File: config.mk
export PLATFORM = sky130hd
export DESIGN_NAME = ddc_edid_responder_flat
export DESIGN_NICKNAME = d
export VERILOG_FILES = /design/src/rtl/ddc_edid_responder_if.sv /design/src/rtl/ddc_edid_responder.sv /design/src/flat_wrapper.sv
export SDC_FILE = /design/constraint.sdc
export NUM_CORES = 1
export LEC_CHECK = 0
export CORE_ASPECT_RATIO = 0.5
export CORE_UTILIZATION = 60
export DETAILED_ROUTE_END_ITERATION = 10
export PLACE_DENSITY = 0.86
export SLEW_MARGIN = 25
export SYNTH_ARGS = -nofsm -noshare
export SYNTH_HDL_FRONTEND = slang
export SYNTH_SLANG_ARGS = --single-unit
File: constraint.sdc
create_clock -name clk -period 6.68 [get_ports clk]
set_clock_uncertainty 0.2 [all_clocks]
set_input_delay 2.004 -clock clk [delete_from_list [all_inputs] [get_ports clk]]
set_output_delay 2.004 -clock clk [all_outputs]
set_load 0.1 [all_outputs]
File: src/rtl/ddc_edid_responder_if.sv
// EDID memory port between the DDC responder (master) and a 256x8 EDID store (slave).
// Read data is expected one clk after mem_addr changes.
interface ddc_edid_responder_if;
  logic [7:0] mem_addr;
  logic [7:0] mem_rdata;
  logic       mem_we;
  logic [7:0] mem_wdata;

  modport master (
    output mem_addr,
    output mem_we,
    output mem_wdata,
    input  mem_rdata
  );

  modport slave (
    input  mem_addr,
    input  mem_we,
    input  mem_wdata,
    output mem_rdata
  );
endinterface

File: src/rtl/ddc_edid_responder.sv
// I2C target for the HDMI DDC channel: serves EDID bytes from an external 256x8 memory
// at a fixed 7-bit address, with optional writes. Never stretches SCL.
module ddc_edid_responder #(
  parameter logic [6:0] DEV_ADDR   = 7'h50,
  parameter int         FILTER_LEN = 4,
  parameter bit         WRITE_EN   = 1'b0
) (
  input  logic                        clk,
  input  logic                        nReset,
  input  logic                        scl_i,
  input  logic                        sda_i,
  output logic                        sda_oen,
  ddc_edid_responder_if.master        mem,
  output logic                        busy,
  output logic                        rd_byte
);

  localparam int            CW      = (FILTER_LEN < 2) ? 1 : $clog2(FILTER_LEN);
  localparam logic [CW-1:0] CNT_MAX = CW'(FILTER_LEN - 1);

  typedef enum logic [3:0] {
    IDLE,
    ADDR,
    ADDR_ACK,
    OFFS,
    OFFS_ACK,
    WDATA,
    WDATA_ACK,
    RDATA,
    RACK
  } state_t;

  // Bit 0 carries SCL, bit 1 carries SDA through synchroniser and filter.
  logic [1:0]    sync_a;
  logic [1:0]    sync_b;
  logic [1:0]    filt;
  logic [1:0]    filt_d;
  logic [CW-1:0] flt_cnt [2];

  state_t     state;
  logic [7:0] shift;
  logic [3:0] bit_cnt;
  logic [7:0] offset;
  logic       we_q;
  logic [7:0] wdata_q;

  logic       scl_rise;
  logic       scl_fall;
  logic       start_cond;
  logic       stop_cond;
  logic       sda_bit;
  logic [7:0] byte_in;

  // A level change is accepted only after FILTER_LEN consecutive clks at the new level.
  always_ff @(posedge clk or negedge nReset) begin
    if (!nReset) begin
      sync_a <= 2'b11;
      sync_b <= 2'b11;
      filt   <= 2'b11;
      filt_d <= 2'b11;
      for (int i = 0; i < 2; i++) begin
        flt_cnt[i] <= '0;
      end
    end else begin
      sync_a <= {sda_i, scl_i};
      sync_b <= sync_a;
      filt_d <= filt;
      for (int i = 0; i < 2; i++) begin
        if (sync_b[i] == filt[i]) begin
          flt_cnt[i] <= '0;
        end else if (flt_cnt[i] == CNT_MAX) begin
          filt[i]    <= sync_b[i];
          flt_cnt[i] <= '0;
        end else begin
          flt_cnt[i] <= flt_cnt[i] + CW'(1);
        end
      end
    end
  end

  assign scl_rise   =  filt[0] & ~filt_d[0];
  assign scl_fall   = ~filt[0] &  filt_d[0];
  assign start_cond =  filt[0] &  filt_d[0] &  filt_d[1] & ~filt[1];
  assign stop_cond  =  filt[0] &  filt_d[0] & ~filt_d[1] &  filt[1];
  assign sda_bit    =  filt[1];
  assign byte_in    = {shift[6:0], sda_bit};

  // START/STOP override bit events; SDA only changes on scl_fall otherwise.
  always_ff @(posedge clk or negedge nReset) begin
    if (!nReset) begin
      state   <= IDLE;
      shift   <= '0;
      bit_cnt <= '0;
      offset  <= '0;
      sda_oen <= 1'b1;
      busy    <= 1'b0;
      rd_byte <= 1'b0;
      we_q    <= 1'b0;
      wdata_q <= '0;
    end else begin
      rd_byte <= 1'b0;
      we_q    <= 1'b0;
      if (we_q) begin
        offset <= offset + 8'd1;
      end

      if (start_cond) begin
        state   <= ADDR;
        bit_cnt <= '0;
        sda_oen <= 1'b1;
      end else if (stop_cond) begin
        state   <= IDLE;
        sda_oen <= 1'b1;
        busy    <= 1'b0;
      end else begin
        case (state)
          IDLE: begin
          end

          ADDR, OFFS, WDATA: begin
            if (scl_rise && bit_cnt != 4'd8) begin
              shift   <= byte_in;
              bit_cnt <= bit_cnt + 4'd1;
              if (bit_cnt == 4'd7) begin
                if (state == OFFS) begin
                  offset <= byte_in;
                end
                if (state == WDATA && WRITE_EN) begin
                  we_q    <= 1'b1;
                  wdata_q <= byte_in;
                end
              end
            end else if (scl_fall && bit_cnt == 4'd8) begin
              if (state == OFFS) begin
                sda_oen <= 1'b0;
                state   <= OFFS_ACK;
              end else if (state == WDATA) begin
                sda_oen <= 1'b0;
                state   <= WDATA_ACK;
              end else if (shift[7:1] == DEV_ADDR) begin
                sda_oen <= 1'b0;
                busy    <= 1'b1;
                state   <= ADDR_ACK;
              end else begin
                busy  <= 1'b0;
                state <= IDLE;
              end
            end
          end

          ADDR_ACK: begin
            if (scl_fall) begin
              bit_cnt <= '0;
              if (shift[0]) begin
                shift   <= mem.mem_rdata;
                sda_oen <= mem.mem_rdata[7];
                state   <= RDATA;
              end else begin
                sda_oen <= 1'b1;
                state   <= OFFS;
              end
            end
          end

          OFFS_ACK, WDATA_ACK: begin
            if (scl_fall) begin
              sda_oen <= 1'b1;
              bit_cnt <= '0;
              state   <= (state == OFFS_ACK) ? WDATA : state;
              if (state == WDATA_ACK) begin
                state <= WDATA;
              end
            end
          end

          // Bit 7 was driven on entry; the remaining seven go out MSB first.
          RDATA: begin
            if (scl_fall) begin
              if (bit_cnt == 4'd7) begin
                sda_oen <= 1'b1;
                state   <= RACK;
              end else begin
                sda_oen <= shift[6];
                shift   <= {shift[6:0], 1'b0};
                bit_cnt <= bit_cnt + 4'd1;
              end
            end
          end

          RACK: begin
            if (scl_rise) begin
              rd_byte <= 1'b1;
              offset  <= offset + 8'd1;
              if (sda_bit) begin
                state <= IDLE;
              end
            end else if (scl_fall) begin
              shift   <= mem.mem_rdata;
              sda_oen <= mem.mem_rdata[7];
              bit_cnt <= '0;
              state   <= RDATA;
            end
          end

          default: begin
            state   <= IDLE;
            sda_oen <= 1'b1;
          end
        endcase
      end
    end
  end

  assign mem.mem_addr  = offset;
  assign mem.mem_we    = we_q;
  assign mem.mem_wdata = wdata_q;

endmodule

File: src/flat_wrapper.sv
// flat-port wrapper written by rule: the top's interface ports become plain ports
module ddc_edid_responder_flat 
#(
  parameter logic [6:0] DEV_ADDR   = 7'h50,
  parameter int         FILTER_LEN = 4,
  parameter bit         WRITE_EN   = 1'b0
)
  (clk, nReset, scl_i, sda_i, sda_oen, busy, rd_byte, mem_mem_addr, mem_mem_we, mem_mem_wdata, mem_mem_rdata);
  ddc_edid_responder_if mem_i ();
  input  logic clk;
  input  logic nReset;
  input  logic scl_i;
  input  logic sda_i;
  output logic sda_oen;
  output logic busy;
  output logic rd_byte;
  output wire logic [$bits(mem_i.mem_addr)-1:0] mem_mem_addr;
  output wire logic [$bits(mem_i.mem_we)-1:0] mem_mem_we;
  output wire logic [$bits(mem_i.mem_wdata)-1:0] mem_mem_wdata;
  input wire logic [$bits(mem_i.mem_rdata)-1:0] mem_mem_rdata;
  assign mem_mem_addr = mem_i.mem_addr;
  assign mem_mem_we = mem_i.mem_we;
  assign mem_mem_wdata = mem_i.mem_wdata;
  assign mem_i.mem_rdata = mem_mem_rdata;
  ddc_edid_responder #(.DEV_ADDR(DEV_ADDR), .FILTER_LEN(FILTER_LEN), .WRITE_EN(WRITE_EN)) u_core (.clk(clk), .nReset(nReset), .scl_i(scl_i), .sda_i(sda_i), .sda_oen(sda_oen), .mem(mem_i), .busy(busy), .rd_byte(rd_byte));
endmodule
# == Yosys cells after proc, flatten, opt, wreduce, memory -nomap -nowiden ==
# Index checks and enable logic that the tools add are counted.
# word_totals
wordCells,172
ff_bits,39
output_inout_bits,20
in_bits,12
# classes
mux,71
bitwise_logic,15
n_eq_ne,47
add_sub_neg,4
n_reduce_logical,20
# op_table
op,n
two-way mux 8 bit,13
two-way mux 4 bit,22
one-hot mux 8 bit (4 select lines),1
two-way mux 1 bit,25
"inequality test 2 x 1 -> 1 bit, second input constant",12
"inequality test 4 x 1 -> 1 bit, second input constant",6
one-hot mux 4 bit (6 select lines),1
"== test 4 x 3 -> 1 bit, second input constant",5
AND reduction 10 bit,2
AND reduction 9 bit,2
one-hot mux 4 bit (4 select lines),1
one-hot mux 8 bit (2 select lines),1
AND reduction 6 bit,2
two-way mux 2 bit,5
"inequality test 5 x 1 -> 1 bit, second input constant",2
"inequality test 3 x 1 -> 1 bit, second input constant",3
"adder 8 x 1 -> 8 bit, second input constant",1
"== test 4 x 2 -> 1 bit, second input constant",2
"== test 4 bit, second input constant",2
"inequality test 4 bit, second input constant",2
NOT 1 bit,8
bitwise AND 1 bit,7
"== test 7 bit, second input constant",1
AND reduction 7 bit,1
21 further kinds,30

# == Depth between registers and ports, before layout ==
# depth
word_depth,9
depth_mapped,8
depth_no_buf,7

# == Worst setup path before layout ==
# Ideal clock, no wire load.
# synth_timing
path_kind,reg2out
start,register u_core.offset[2] (netlist: u_core.mem.mem_addr[2])
end,output mem_mem_addr[2]
required_time_ns,4.476
setup_slack_ns,3.513
path_stages_with_launch,1
path_buffers,0
arrival_time_ns,0.963
cell_sequence,dfrtp_1
# synth_lines
element,line,rtl
start: declaration,ddc_edid_responder.sv:43,logic [7:0] offset;
start signal: assignment,ddc_edid_responder.sv:104,offset <= offset + 8'd1;
start signal: assignment,ddc_edid_responder.sv:126,offset <= byte_in;
start signal: assignment,ddc_edid_responder.sv:193,offset <= offset + 8'd1;
end: declaration,flat_wrapper.sv:17,output wire logic [$bits(mem_i.mem_addr)-1:0] mem_mem_addr;
# No word-level cell between the ends.

# == Final worst setup path ==
# layout_timing
start,register u_core.sda_oen
end,output sda_oen
# layout_lines
element,line,rtl
start: declaration,ddc_edid_responder.sv:12,"output logic sda_oen,"
start signal: assignment,ddc_edid_responder.sv:156,sda_oen <= mem.mem_rdata[7];
start signal: assignment,ddc_edid_responder.sv:183,sda_oen <= shift[6];
start signal: assignment,ddc_edid_responder.sv:199,sda_oen <= mem.mem_rdata[7];
end: declaration,flat_wrapper.sv:14,output logic sda_oen;
# No word-level cell between the ends.

==> key figures <==
Clock tree
  • Clock slew seen by the registers of the worst setup and hold paths: 80 ps
  • Post-CTS setup buffer count: 0
  • Skew-Pair Late Insertion Delay: 290 ps
  • CTS Sinks: 39
  • Max clock buf depth: 2
  • Clock Root Buffer: clkbuf_8
  • CTS Buf Count: 5
  • Quantity of gates resized following cts: 0
  • CTS H-tree lvls: 2
  • Cts hold-fix bufs: 0
  • TritonCTS clock tree: yes

Synthesis
  • Post-synth top area share: 0.305
  • Asr flop ratio synth: 1.00
  • Sequential area share after synthesis: 0.401
  • Post-synth cell types: between 60 and 70
  • Cell count after synthesis: about 250
  • Cell taking the most area after synthesis: dfrtp_1
  • Post-synthesis average cell area: a little under 10 sq um
  • Mapped Area: 2460 sq um
  • Top FF cell, synth: dfrtp_1
  • #FFs+latches synth: 39
  • Synth top area cells: dfrtp_1 31%, dfstp_2 9.6%, mux2_2 6.9%
  • Synth warnings: 8
  • Post-synth EDFFs: 0

STA
  • RSZ-0062 raised after global routing: no
  • Fin crit share: 0.623
  • Final setup fails: 0
  • Setup TNS: 0 ps
  • Max_slew headroom: 0.346
  • Max Transition Viols Final: 0
  • Tmin final: 4160 ps
  • Final hold vios: 0
  • Least-Margin Pin Slew: 978 ps
  • Highest clock rate: 0.240 GHz

Critical path
  • Top delay family on crit path: buffers and inverters
  • R2R depth: 5
  • Worst reg2reg path endpoint: u_core.bit_cnt[1]$_DFFE_PN0P_
  • CP max FO: 2
  • Kind of start point of the critical path: flip-flop
  • Critical Path AT: 1960 ps
  • Slowest CP cell: clkdlybuf4s50_1
  • Worst Path Class, Setup: reg2out
  • CP cell instances: clkdlybuf4s50_1
  • Internal reg-to-reg setup slack: 3680 ps
  • Worst Setup End Kind: output port
  • Worst EP required: 4480 ps
  • Critical path buffers and inverters: 1
  • Worst R2R Start: u_core.state[1]$_DFFE_PN0P_
  • Max incr delay on CP: 1130 ps

Detailed routing
  • Remaining antenna violation count: 0
  • Drt pass-1 iters: 4
  • Total Wirelength: 5340 um
  • Via count: 2,008
  • DR vias/cell: about 6.3
  • WL per Instance: 16.7 um
  • Initial DRC count: 178
  • Final routed DRC violation total: 0

Flow run
  • Max_cap viols: 0

Placement
  • Inst Count DP: 312
  • Buffers added on ports: 22
  • Post-DP HPWL: 3680 um
  • Gpl congestion: 0.888

Cells and area
  • Number of diodes: 0
  • Fin cells: 320
  • Area grow syn2layout: 10.3%
  • Layout Nets: around 280
  • Share of cells above drive strength 1: 0.143
  • Fillers: 319

Floorplanning
  • IO Pins: 32
  • Area of the die: 4380 sq um
  • Cell Rows: 16
  • Die X: 92.6 um
  • Initial Util: 0.627
  • Die height: around 47 um
  • Core area: ~4000 sq um

Hold path
  • Beginning of the worst hold path: u_core.sync_a[0]$_DFF_PN1_
  • Hold/Removal Path Class: reg2reg
  • Hold Path End: u_core.sync_b[0]$_DFF_PN1_
  • Hold path depth: 0

Pwr
  • Leakage: 1.13 nW
  • Pwr dens: 437 nW/um^2
  • Total power draw: 0.00119 W
  • Worst VDD drop: 0.000193 V

GRT
  • Grt ovf: 0
  • Total GRT Usage: 0.266
  • Initial antenna violation count: 0
  • Vias in the first global route: 1,808
  • Largest net degree at the start of global routing: 40
  • First-pass GRT wire length: 8740 um

Run status
  • Status: finished, final reports clean
-- layout by cell type (no fill, tap or decap), types with 4 or more instances in the layout --
master	Yosys	routed
ha_1	5	5
dfrtp_1	30	30
and3_1	6	6
clkdlybuf4s50_1	0	21
a22o_1	8	8
o21ai_0	8	8
nand2_1	10	10
nor2b_1	6	6
a21oi_1	12	12
nor2_1	18	18
a31oi_1	5	5
o22a_1	5	5
mux2_2	15	15
conb_1	1	9
inv_1	7	7
nor3_1	7	7
nand3_1	9	9
clkbuf_8	0	5
nor4_1	4	4
o211ai_1	4	4
nor3b_1	4	4
dfstp_2	9	9
-- kinds of logic (layout without fill, tap and decap cells) --
logic type	after synthesis	in the layout	synth area share
xor+xnor	4	4	0.0142
mux	17	17	0.0768
other cells	1	9	0.00152
fa+ha+maj	5	5	0.0254
compound gates	70	70	0.205
flops	39	39	0.401
simple gates	85	85	0.208
buf+inv	30	37	0.0681
-- worst max-delay path by stage --
stage / slack (ps) / endpoint / depth (start not counted) / startpoint
global route: 2480 / sda_oen / 1 / u_core.sda_oen$_DFFE_PN1P_
global placement: 2850 / sda_oen / 1 / u_core.sda_oen$_DFFE_PN1P_
floorplan: 3510 / mem_mem_addr[2] / 0 / u_core.mem.mem_addr[2]$_DFFE_PN0P_
finish: 2520 / sda_oen / 1 / u_core.sda_oen$_DFFE_PN1P_
CTS: 2520 / sda_oen / 1 / u_core.sda_oen$_DFFE_PN1P_
detailed placement: 2840 / sda_oen / 1 / u_core.sda_oen$_DFFE_PN1P_
-- Yosys cell counts (2+ instances only) --
cell type	n
nand2b_1	3
clkbuf_1	4
nor2_1	18
nand3b_1	3
nor4_1	4
a21oi_1	12
o211ai_1	4
ha_1	5
mux2_2	15
and3_1	6
nand3_1	9
nor3_1	7
dfstp_2	9
nor3b_1	4
nor2b_1	6
a211o_1	3
nand2_1	10
o22ai_1	2
nand4b_1	3
o22a_1	5
o21ai_0	8
a211oi_1	2
a22o_1	8
o21ai_1	3
xnor2_1	3
inv_1	7
dfrtp_1	30
or2_2	2
buf_1	2
mux2i_1	2
nor4b_4	2
buf_4	11
buf_2	5
a31oi_1	5
o31ai_1	2
-- per-layer routing --
| metal | track usage | part of all wire |
|---|---|---|
| met1 | 0.327 | 0.45 |
| met2 | 0.464 | 0.48 |
| met3 | 0.0906 | 0.060 |
| met4 | 0.0781 | 0.0092 |
| met5 | 0 | 0 |
-- flip-flops by register name (all words and copies together) (netlist names), 2 cells and up --
register             count
u_core.bit_cnt           4
u_core.filt              2
u_core.filt_d            2
u_core.flt_cnt           4
u_core.mem.mem_addr      8
u_core.shift             8
u_core.state             4
u_core.sync_a            2
u_core.sync_b            2
-- worst reg2reg max path, stage by stage, from the launching register on --
cell and delay (ps):
dfrtp_1 830, or4b_1 670, o22ai_1 150, o41a_1 360
a21oi_1 300, mux2_2 380
-- stage by stage --
step | worst slack [ps] | util | hold slack, ps | cell area, sq um
detailed placement | 2840 | 0.671 | 149 | 2630
global route | 2480 | 0.692 | 161 | 2710
global placement | 2850 | 0.671 | 147 | 2630
floorplan | 3510 | - | 145 | 2490
CTS | 2520 | 0.692 | 160 | 2710
finish | 2520 | 0.692 | 160 | 2710
-- where the power goes --
| part | leakage, nW | total (W) | internal [W] | switching, W |
|---|---|---|---|---|
| logic | 0.605 | 0.000601 | 0.000234 | 0.000367 |
| clock network | 0.0422 | 0.000155 | 0.0000734 | 0.0000819 |
| registers | 0.488 | 0.000431 | 0.000320 | 0.000111 |
| total | 1.13 | 0.00119 | 0.000627 | 0.000560 |
-- final cells by class --
class	count	area, sq um	share of cell area
timing repair buffer	22	215	0.0793
clock inverter	1	5.00	0.00184
inverter	7	26.3	0.00968
sequential	39	987	0.364
tap	54	67.6	0.0249
multi-input combinational	190	1340	0.492
clock buffer	7	76.3	0.0281
Power figures use the tool's default switching activity.
